File: src/rtl/rf_wr_arbiter.sv
// Round-robin arbiter for the single register-file write port, with a
// registered write stage and a busy scoreboard of claimed destinations.
module rf_wr_arbiter #(
   parameter int NREQ = 3,
   parameter int XLEN = 32
) (
   input  logic                   clk,
   input  logic                   rst,
   input  logic [NREQ-1:0]        req_valid,
   input  logic [NREQ*5-1:0]      req_idx,
   input  logic [NREQ*XLEN-1:0]   req_data,
   output logic [NREQ-1:0]        req_ready,
   input  logic                   claim_en,
   input  logic [4:0]             claim_idx,
   output logic                   rf_wr_en,
   output logic [4:0]             rf_wr_idx,
   output logic [XLEN-1:0]        rf_wr_data,
   output logic [31:0]            busy
);

   localparam int PW = $clog2(NREQ);
   localparam logic [PW-1:0] LAST = PW'(NREQ - 1);

   logic [PW-1:0]   rr_ptr_q, rr_ptr_d;
   logic            rf_wr_en_q, rf_wr_en_d;
   logic [4:0]      rf_wr_idx_q, rf_wr_idx_d;
   logic [XLEN-1:0] rf_wr_data_q, rf_wr_data_d;
   logic [31:0]     busy_q, busy_d;

   logic            gnt_any;
   logic [PW-1:0]   gnt_id;
   logic [PW:0]     cand;
   logic [4:0]      sel_idx;
   logic [XLEN-1:0] sel_data;

   // Scan offsets from high to low so the nearest valid requester at or
   // above rr_ptr is the last one written and therefore wins.
   always_comb begin
      gnt_any = 1'b0;
      gnt_id  = rr_ptr_q;
      cand    = '0;
      for (int k = NREQ - 1; k >= 0; k--) begin
         cand = {1'b0, rr_ptr_q} + (PW+1)'(k);
         if (cand >= (PW+1)'(NREQ)) begin
            cand = cand - (PW+1)'(NREQ);
         end
         if (req_valid[cand[PW-1:0]]) begin
            gnt_any = 1'b1;
            gnt_id  = cand[PW-1:0];
         end
      end
   end

   always_comb begin
      req_ready = '0;
      if (gnt_any) begin
         req_ready[gnt_id] = 1'b1;
      end
      sel_idx  = req_idx[int'(gnt_id)*5 +: 5];
      sel_data = req_data[int'(gnt_id)*XLEN +: XLEN];
   end

   always_comb begin
      rr_ptr_d     = rr_ptr_q;
      rf_wr_en_d   = 1'b0;
      rf_wr_idx_d  = rf_wr_idx_q;
      rf_wr_data_d = rf_wr_data_q;
      if (gnt_any) begin
         rr_ptr_d     = (gnt_id == LAST) ? '0 : gnt_id + 1'b1;
         rf_wr_en_d   = (sel_idx != 5'd0);
         rf_wr_idx_d  = sel_idx;
         rf_wr_data_d = sel_data;
      end
   end

   // A claim beats a commit to the same register in the same cycle.
   always_comb begin
      busy_d = busy_q;
      for (int r = 1; r < 32; r++) begin
         if (claim_en && claim_idx == 5'(r)) begin
            busy_d[r] = 1'b1;
         end else if (rf_wr_en_q && rf_wr_idx_q == 5'(r)) begin
            busy_d[r] = 1'b0;
         end
      end
      busy_d[0] = 1'b0;
   end

   always_ff @(posedge clk or posedge rst) begin
      if (rst) begin
         rr_ptr_q     <= '0;
         rf_wr_en_q   <= 1'b0;
         rf_wr_idx_q  <= 5'd0;
         rf_wr_data_q <= '0;
         busy_q       <= 32'd0;
      end else begin
         rr_ptr_q     <= rr_ptr_d;
         rf_wr_en_q   <= rf_wr_en_d;
         rf_wr_idx_q  <= rf_wr_idx_d;
         rf_wr_data_q <= rf_wr_data_d;
         busy_q       <= busy_d;
      end
   end

   assign rf_wr_en   = rf_wr_en_q;
   assign rf_wr_idx  = rf_wr_idx_q;
   assign rf_wr_data = rf_wr_data_q;
   assign busy       = busy_q;

endmodule

File: config.mk
export PLATFORM = sky130hd
export DESIGN_NAME = rf_wr_arbiter
export DESIGN_NICKNAME = d
export VERILOG_FILES = /design/src/rtl/rf_wr_arbiter.sv
export SDC_FILE = /design/constraint.sdc
export NUM_CORES = 1
export LEC_CHECK = 0
export ABC_AREA = 1
export BUFFER_PORTS_ARGS = -buffer_cell sky130_fd_sc_hd__buf_2
export CAP_MARGIN = 20
export CORE_MARGIN = 10
export CORE_UTILIZATION = 48
export CTS_BUF_LIST = sky130_fd_sc_hd__clkbuf_2 sky130_fd_sc_hd__clkbuf_4 sky130_fd_sc_hd__clkbuf_8
export DETAILED_ROUTE_END_ITERATION = 8
export PLACE_DENSITY = 0.91
export SETUP_SLACK_MARGIN = 0.2
export SLEW_MARGIN = 10
export SYNTH_ARGS = -nofsm -noshare
export SYNTH_HDL_FRONTEND = slang
export SYNTH_SLANG_ARGS = --single-unit
File: constraint.sdc
create_clock -name clk -period 2.3 [get_ports clk]
set_input_delay 0.115 -clock clk [delete_from_list [all_inputs] [get_ports clk]]
set_output_delay 0.115 -clock clk [all_outputs]
set_load 0.01 [all_outputs]
==> results of run 1 <==
## through the flow
stage / area [um^2] / util [%] / setup WS, ns / instances
after floorplan: 4060 / - / 0.367 / 522
after global placement: 5130 / 62.4 / 0.128 / 808
after detailed placement: 5130 / 62.4 / 0.0325 / 808
after CTS: 5570 / 67.8 / 0.0990 / 836
after global routing: 5880 / 71.6 / -0.0498 / 842
final: 5880 / 71.6 / 0.0312 / 842
## placed cells by master (no fill, tap or decap), drive strengths merged, types with 2 or more instances in the layout
cell	Yosys	layout
clkinvlp	0	3
o21ai	39	39
ha	3	3
a31oi	9	9
clkbuf	6	12
a21oi	9	9
inv	32	32
nor2	64	64
a41oi	22	22
nand3	27	27
buf	17	218
nand2	213	213
nand4	5	5
dlygate4sd3	0	2
clkinv	1	3
dfrtp	71	71
## what timing repair did
item / CTS / global route
gates cloned: 2 / 2
gates resized for setup: 29 / 62
endpoints found under the setup margin: 36 / 41
endpoints found under the hold margin: 34 / 0
setup buffers: 9 / 4
pin swaps: 6 / 40
hold buffers: 2 / 0
## how the worst min path moves through the flow
| stage | end | slack (ns) | cells after the start |
|---|---|---|---|
| 2_1_floorplan | rf_wr_data[30] | 0.24 | 2 |
| 5_1_grt | rf_wr_data[31] | 0.03 | 3 |
| 6_report | rf_wr_data[30] | 0.03 | 3 |
| 3_5_place_dp | rf_wr_data[21] | 0.29 | 2 |
| 3_3_place_gp | rf_wr_data[15] | 0.29 | 2 |
| 4_1_cts | rf_wr_data[31] | 0.02 | 3 |
## cell families (layout without fill, tap and decap cells)
group           count (synthesis)  count (layout)  share of synthesized area, %
buf+inv                        56             271                          7.06
simple gates                  310             310                          31.8
flops                          71              71                          43.8
fa+ha+maj                       3               3                         0.925
compound gates                 81              81                          16.3
other cells                     1               1                        0.0924
## critical path, cell delays in order (launching register included)
cell and delay [ns]:
dfrtp_2 0.46, ha_4 0.34, inv_4 0.06, nand2_4 0.07, nand3_4 0.08, nand3_2 0.08, nand2_2 0.07, nand2_4 0.12
nand2_8 0.07, buf_8 0.13, nor2_8 0.21, clkbuf_16 0.20, a21oi_1 0.07, a31oi_1 0.20
## report_power, final
group / leakage, nW / internal (mW) / switching, mW
logic: 1.99 / 3.59 / 4.76
clock network: 0.0871 / 0.491 / 0.478
registers: 0.829 / 1.96 / 0.419
## sequential cells by signal, indices dropped and copies added (netlist names)
name	flops
rf_wr_data	32
rr_ptr_q	2
rf_wr_idx	5
rf_wr_en	1
busy	31
## cell type report
class | instances | area [um^2] | share of cell area [%]
flip-flops and latches | 71 | 1780 | 30.2
repair buffers | 223 | 1360 | 23.2
clock buffers | 9 | 124 | 2.11
multi-input cells | 395 | 2270 | 38.7
well taps | 105 | 131 | 2.23
inverters | 33 | 149 | 2.53
clock inverters | 6 | 62.6 | 1.06
## layer usage
| metal | up-vias | share of wire, % | global-route usage [%] |
|---|---|---|---|
| met2 | 264 | 48 | 36.5 |
| met3 | 42 | 11 | 8.64 |
| met4 | 0 | 3.4 | 11.4 |
| li1 | 2125 | - | - |
| met5 | - | 0 | 0 |
| met1 | 2146 | 37 | 24.9 |
==> results.sh, run 1 <==
export IMPL_rsz0062_at_grt="yes"
export IMPL_hpwl_mm=11.1
export IMPL_peakVddDrop_mv=1.60
export IMPL_start_kind="flop"
export IMPL_gp_congestion=0.917
export IMPL_setup_viol=0
export IMPL_hold_class="in2reg"
export IMPL_yosysUniqueCellTypes=30
export IMPL_power_density_nw_per_um2=1990
export IMPL_grt_pass1_wl_mm=23.5
export IMPL_endpoint="rf_wr_data[16]"
export IMPL_synth_cells=522
export IMPL_slew_viol_final=0
export IMPL_core_area_um2=8220
export IMPL_fmax_mhz=441
export IMPL_start_util_pct=49.4
export IMPL_fin_crit_ns=2.27
export IMPL_finalHoldViolations=0
export IMPL_maxCapViolations=0
export IMPL_final_nets=858
export IMPL_grt_max_degree=45
export IMPL_grt_util_all_layers_pct=22.4
export IMPL_worst_path_max_fanout=8
export IMPL_drc=0
export IMPL_synth_most_common_cell="nand2_1"
export IMPL_worstPathArrival_ns=2.51
export IMPL_async_flop_share_pct=100
export IMPL_avgSynthCellArea_um2=7.78
export IMPL_clk_latency_ns=0.34
export IMPL_drt_initial_drc_count=290
export IMPL_synthTopCellsByCount="204 x nand2_1, 71 x dfrtp_1, 62 x nor2_1"
export IMPL_dieArea_um2=12500
export IMPL_grt_pass1_vias=4884
export IMPL_period_share_pct=98.6
export IMPL_synth_area_um2=4060
export IMPL_synth_edff_count=0
export IMPL_fin_skew_ns=0.00871
export IMPL_fp_dieH_um=112
export IMPL_tns_ns=0
export IMPL_route_vias_total=4577
export IMPL_antenna_found_initial=0
export IMPL_area_growth_pct=44.9
export IMPL_leakage_nw=2.90
export IMPL_ys_ff_latch=71
export IMPL_path_clk_slew_ns=0.08
export IMPL_r2r_end="rf_wr_data[16]"
export IMPL_h_tree_depth=3
export IMPL_power_mw=11.7
export IMPL_antenna_left=0
export IMPL_reg2reg_slack_ns=0.03
export IMPL_fp_row_count=33
export IMPL_io_buffers=193
export IMPL_synth_area_leaders="dfrtp_1 44%, nand2_1 19%, a41oi_2 8.4%, nor2_1 5.7%, o21ai_0 3.9%"
export IMPL_routed_wl_mm=15.4
export IMPL_drive_gt1_share_pct=45.0
export IMPL_clockRootBuffer="clkbuf_8"
export IMPL_cts_buffer_depth=2
export IMPL_required_ns=2.54
export IMPL_crit_start="rr_ptr_q[1]"
export IMPL_synth_top_flop_cell="dfrtp_1"
export IMPL_hp_start="req_data[94]"
export IMPL_tightest_slew_ns=0.751
export IMPL_numCtsBuffers=9
export IMPL_diodes=0
export IMPL_overflow=0
export IMPL_worstRegToRegCells=13
export IMPL_fillers=639
export IMPL_yosys_warnings=0
export IMPL_cts_sink_count=71
export IMPL_maxSlewHeadroom_pct=49.9
export IMPL_drtPass1Iterations=5
export IMPL_whs_ns=0.0269
export IMPL_synth_top_cell_by_area="dfrtp_1"
export IMPL_path_class="reg2reg"
export IMPL_wl_per_cell_um=18.3
export IMPL_worstSetupEndpointType="flop"
export IMPL_io_pins=195
export IMPL_dieWidth_um=112
export IMPL_viasPerCell=5.44
export IMPL_synth_top_area_share_pct=43.8
export IMPL_r2r_start="rr_ptr_q[1]"
export IMPL_synth_seq_area_share_pct=43.8
export IMPL_tritoncts="done"
export IMPL_syn_nets=647
export IMPL_status="finished clean"
Power figures use the tool's default switching activity.
==> inputs of run 2 (changes only) <==
--- a/config.mk
+++ b/config.mk
@@ -9,10 +9,11 @@
 export BUFFER_PORTS_ARGS = -buffer_cell sky130_fd_sc_hd__buf_2
 export CAP_MARGIN = 20
 export CORE_MARGIN = 10
-export CORE_UTILIZATION = 48
+export CORE_UTILIZATION = 52
 export CTS_BUF_LIST = sky130_fd_sc_hd__clkbuf_2 sky130_fd_sc_hd__clkbuf_4 sky130_fd_sc_hd__clkbuf_8
 export DETAILED_ROUTE_END_ITERATION = 8
-export PLACE_DENSITY = 0.91
+export PLACE_DENSITY = 0.95
+export REMOVE_ABC_BUFFERS = 1
 export SETUP_SLACK_MARGIN = 0.2
 export SLEW_MARGIN = 10
 export SYNTH_ARGS = -nofsm -noshare
==> constraint.sdc (replaced) <==
create_clock -name clk -period 2.9 [get_ports clk]
set_input_delay 0.145 -clock clk [delete_from_list [all_inputs] [get_ports clk]]
set_output_delay 0.145 -clock clk [all_outputs]
set_load 0.01 [all_outputs]
==> results.sh, run 2 (synthesis results as in run 1) <==
export IMPL_power_density_nw_per_um2=1460
export IMPL_hold_class="in2reg"
export IMPL_finalHoldViolations=0
export IMPL_required_ns=2.76
export IMPL_worstSetupEndpointType="primary output"
export IMPL_clockRootBuffer="clkbuf_8"
export IMPL_grt_pass1_vias=4503
export IMPL_pre_cts_ws_ns=0.229
export IMPL_setup_viol=0
export IMPL_fp_row_count=32
export IMPL_overflow=0
export IMPL_wl_per_cell_um=17.3
export IMPL_routed_wl_mm=14.2
export IMPL_fp_dieH_um=108
export IMPL_drive_gt1_share_pct=36.1
export IMPL_clk_latency_ns=0.35
export IMPL_rsz0062_at_grt="yes"
export IMPL_tightest_slew_ns=1.00
export IMPL_cts_sink_count=71
export IMPL_start_util_pct=53.1
export IMPL_seq_area_um2=1780
export IMPL_area_growth_pct=31.4
export IMPL_final_nets=834
export IMPL_fin_util_pct=69.8
export IMPL_drtPass1Iterations=5
export IMPL_gp_congestion=0.917
export IMPL_tns_ns=0
export IMPL_drt_initial_drc_count=281
export IMPL_h_tree_depth=3
export IMPL_fin_skew_ns=0.00979
export IMPL_viasPerCell=5.47
export IMPL_slew_viol_final=0
export IMPL_met3_usage_pct=9.76
export IMPL_drc=0
export IMPL_fillers=585
export IMPL_final_cell_mix="203 x nand2_1, 193 x buf_2, 71 x dfrtp_1, 62 x nor2_1, 32 x o21ai_0"
export IMPL_io_pins=195
export IMPL_grt_util_all_layers_pct=22.4
export IMPL_worstPathArrival_ns=2.45
export IMPL_use_met1_pct=23.4
export IMPL_leakage_nw=2.65
export IMPL_dieArea_um2=11700
export IMPL_met2_usage_pct=39.2
export IMPL_dieWidth_um=108
export IMPL_path_class="reg2out"
export IMPL_route_vias_total=4463
export IMPL_diodes=0
export IMPL_io_buffers=193
export IMPL_status="finished clean"
export IMPL_maxCapViolations=0
export IMPL_path_clk_slew_ns=0.08
export IMPL_worst_path_max_fanout=16
export IMPL_maxSlewHeadroom_pct=33.0
export IMPL_tritoncts="done"
export IMPL_top_usage_layer="met2"
export IMPL_fmax_mhz=385
export IMPL_largest_reg_flops=32
export IMPL_fin_crit_ns=2.60
export IMPL_start_kind="flop"
export IMPL_grt_max_degree=54
export IMPL_core_area_um2=7650
export IMPL_peakVddDrop_mv=0.969
export IMPL_cts_buffer_depth=2
export IMPL_final_common_cell="nand2_1"
export IMPL_numCtsBuffers=9
export IMPL_period_share_pct=89.6
export IMPL_antenna_found_initial=0
export IMPL_multi_input_area_um2=2030
export IMPL_antenna_left=0
export IMPL_grt_pass1_wl_mm=21.4
export IMPL_hpwl_mm=10.8
export IMPL_fin_ws_ns=0.302
## run 2: area by class of cell
| type | instances | area share [%] |
|---|---|---|
| inverter | 33 | 2.74 |
| timing repair inverter | 1 | 0.164 |
| clock inverter | 7 | 1.92 |
| clock buffer | 9 | 2.32 |
| multi-input combinational | 396 | 38.0 |
| timing repair buffer | 197 | 19.2 |
| tap | 102 | 2.39 |
| sequential | 71 | 33.3 |
## run 2: final timing paths
kind | from | endpoint | slack [ns] | cells after the start
setup / recovery | rr_ptr_q[0] | req_ready[0] | 0.30 | 15
hold / removal | req_data[30] | rf_wr_data[30] | 0.03 | 3
setup reg to reg | rr_ptr_q[0] | rf_wr_data[26] | 0.44 | 13
hold reg to reg | busy[5] | busy[5] | 0.49 | 2
max in group asynchronous | rst | busy[5] | 1.76 | 4
min in group asynchronous | rst | rf_wr_data[18] | 0.48 | 3
## run 2: layer usage
metal  up-vias  share of wire (%)
met2       276                 50
met3        36                 13
met1      2069                 35
li1       2082                  -
met5         -                  0
met4         0                2.1
## run 2: timing repair
action,in CTS,in global routing
gates resized for setup,2,8
setup buffers,0,0
pin swaps,0,1
setup endpoints to repair,1,21
hold buffers,1,0
gates cloned,0,2
endpoints found under the hold margin,32,0
## run 2: critical path: stages, from the launching register on
cell and delay (ns):
dfrtp_1 0.39, inv_1 0.14, ha_2 0.33, inv_2 0.09, nand2_1 0.07, nand3_1 0.11, nand2_1 0.10, nand2_2 0.13
inv_2 0.07, nand2_4 0.11, nand2_8 0.11, nand2_8 0.12, clkinv_8 0.10, nand2_1 0.07, inv_1 0.04, buf_2 0.13
## run 2: through the flow
step / total power, mW / hold WS, ns / area (um^2) / instances
2_1_floorplan: 5.05 / 0.267 / 3900 / 499
3_3_place_gp: 6.39 / 0.308 / 5040 / 797
3_5_place_dp: 6.62 / 0.314 / 5040 / 797
4_1_cts: 7.56 / 0.0201 / 5290 / 814
5_1_grt: 8.39 / 0.0124 / 5340 / 816
6_report: 7.82 / 0.0251 / 5340 / 816
## run 2: power by group
group	total (mW)	leakage (nW)	internal (mW)	switching, mW
sequential	1.87	0.830	1.55	0.314
clock	0.910	0.111	0.495	0.415
combinational	5.04	1.71	1.78	3.26
total	7.82	2.65	3.83	3.99
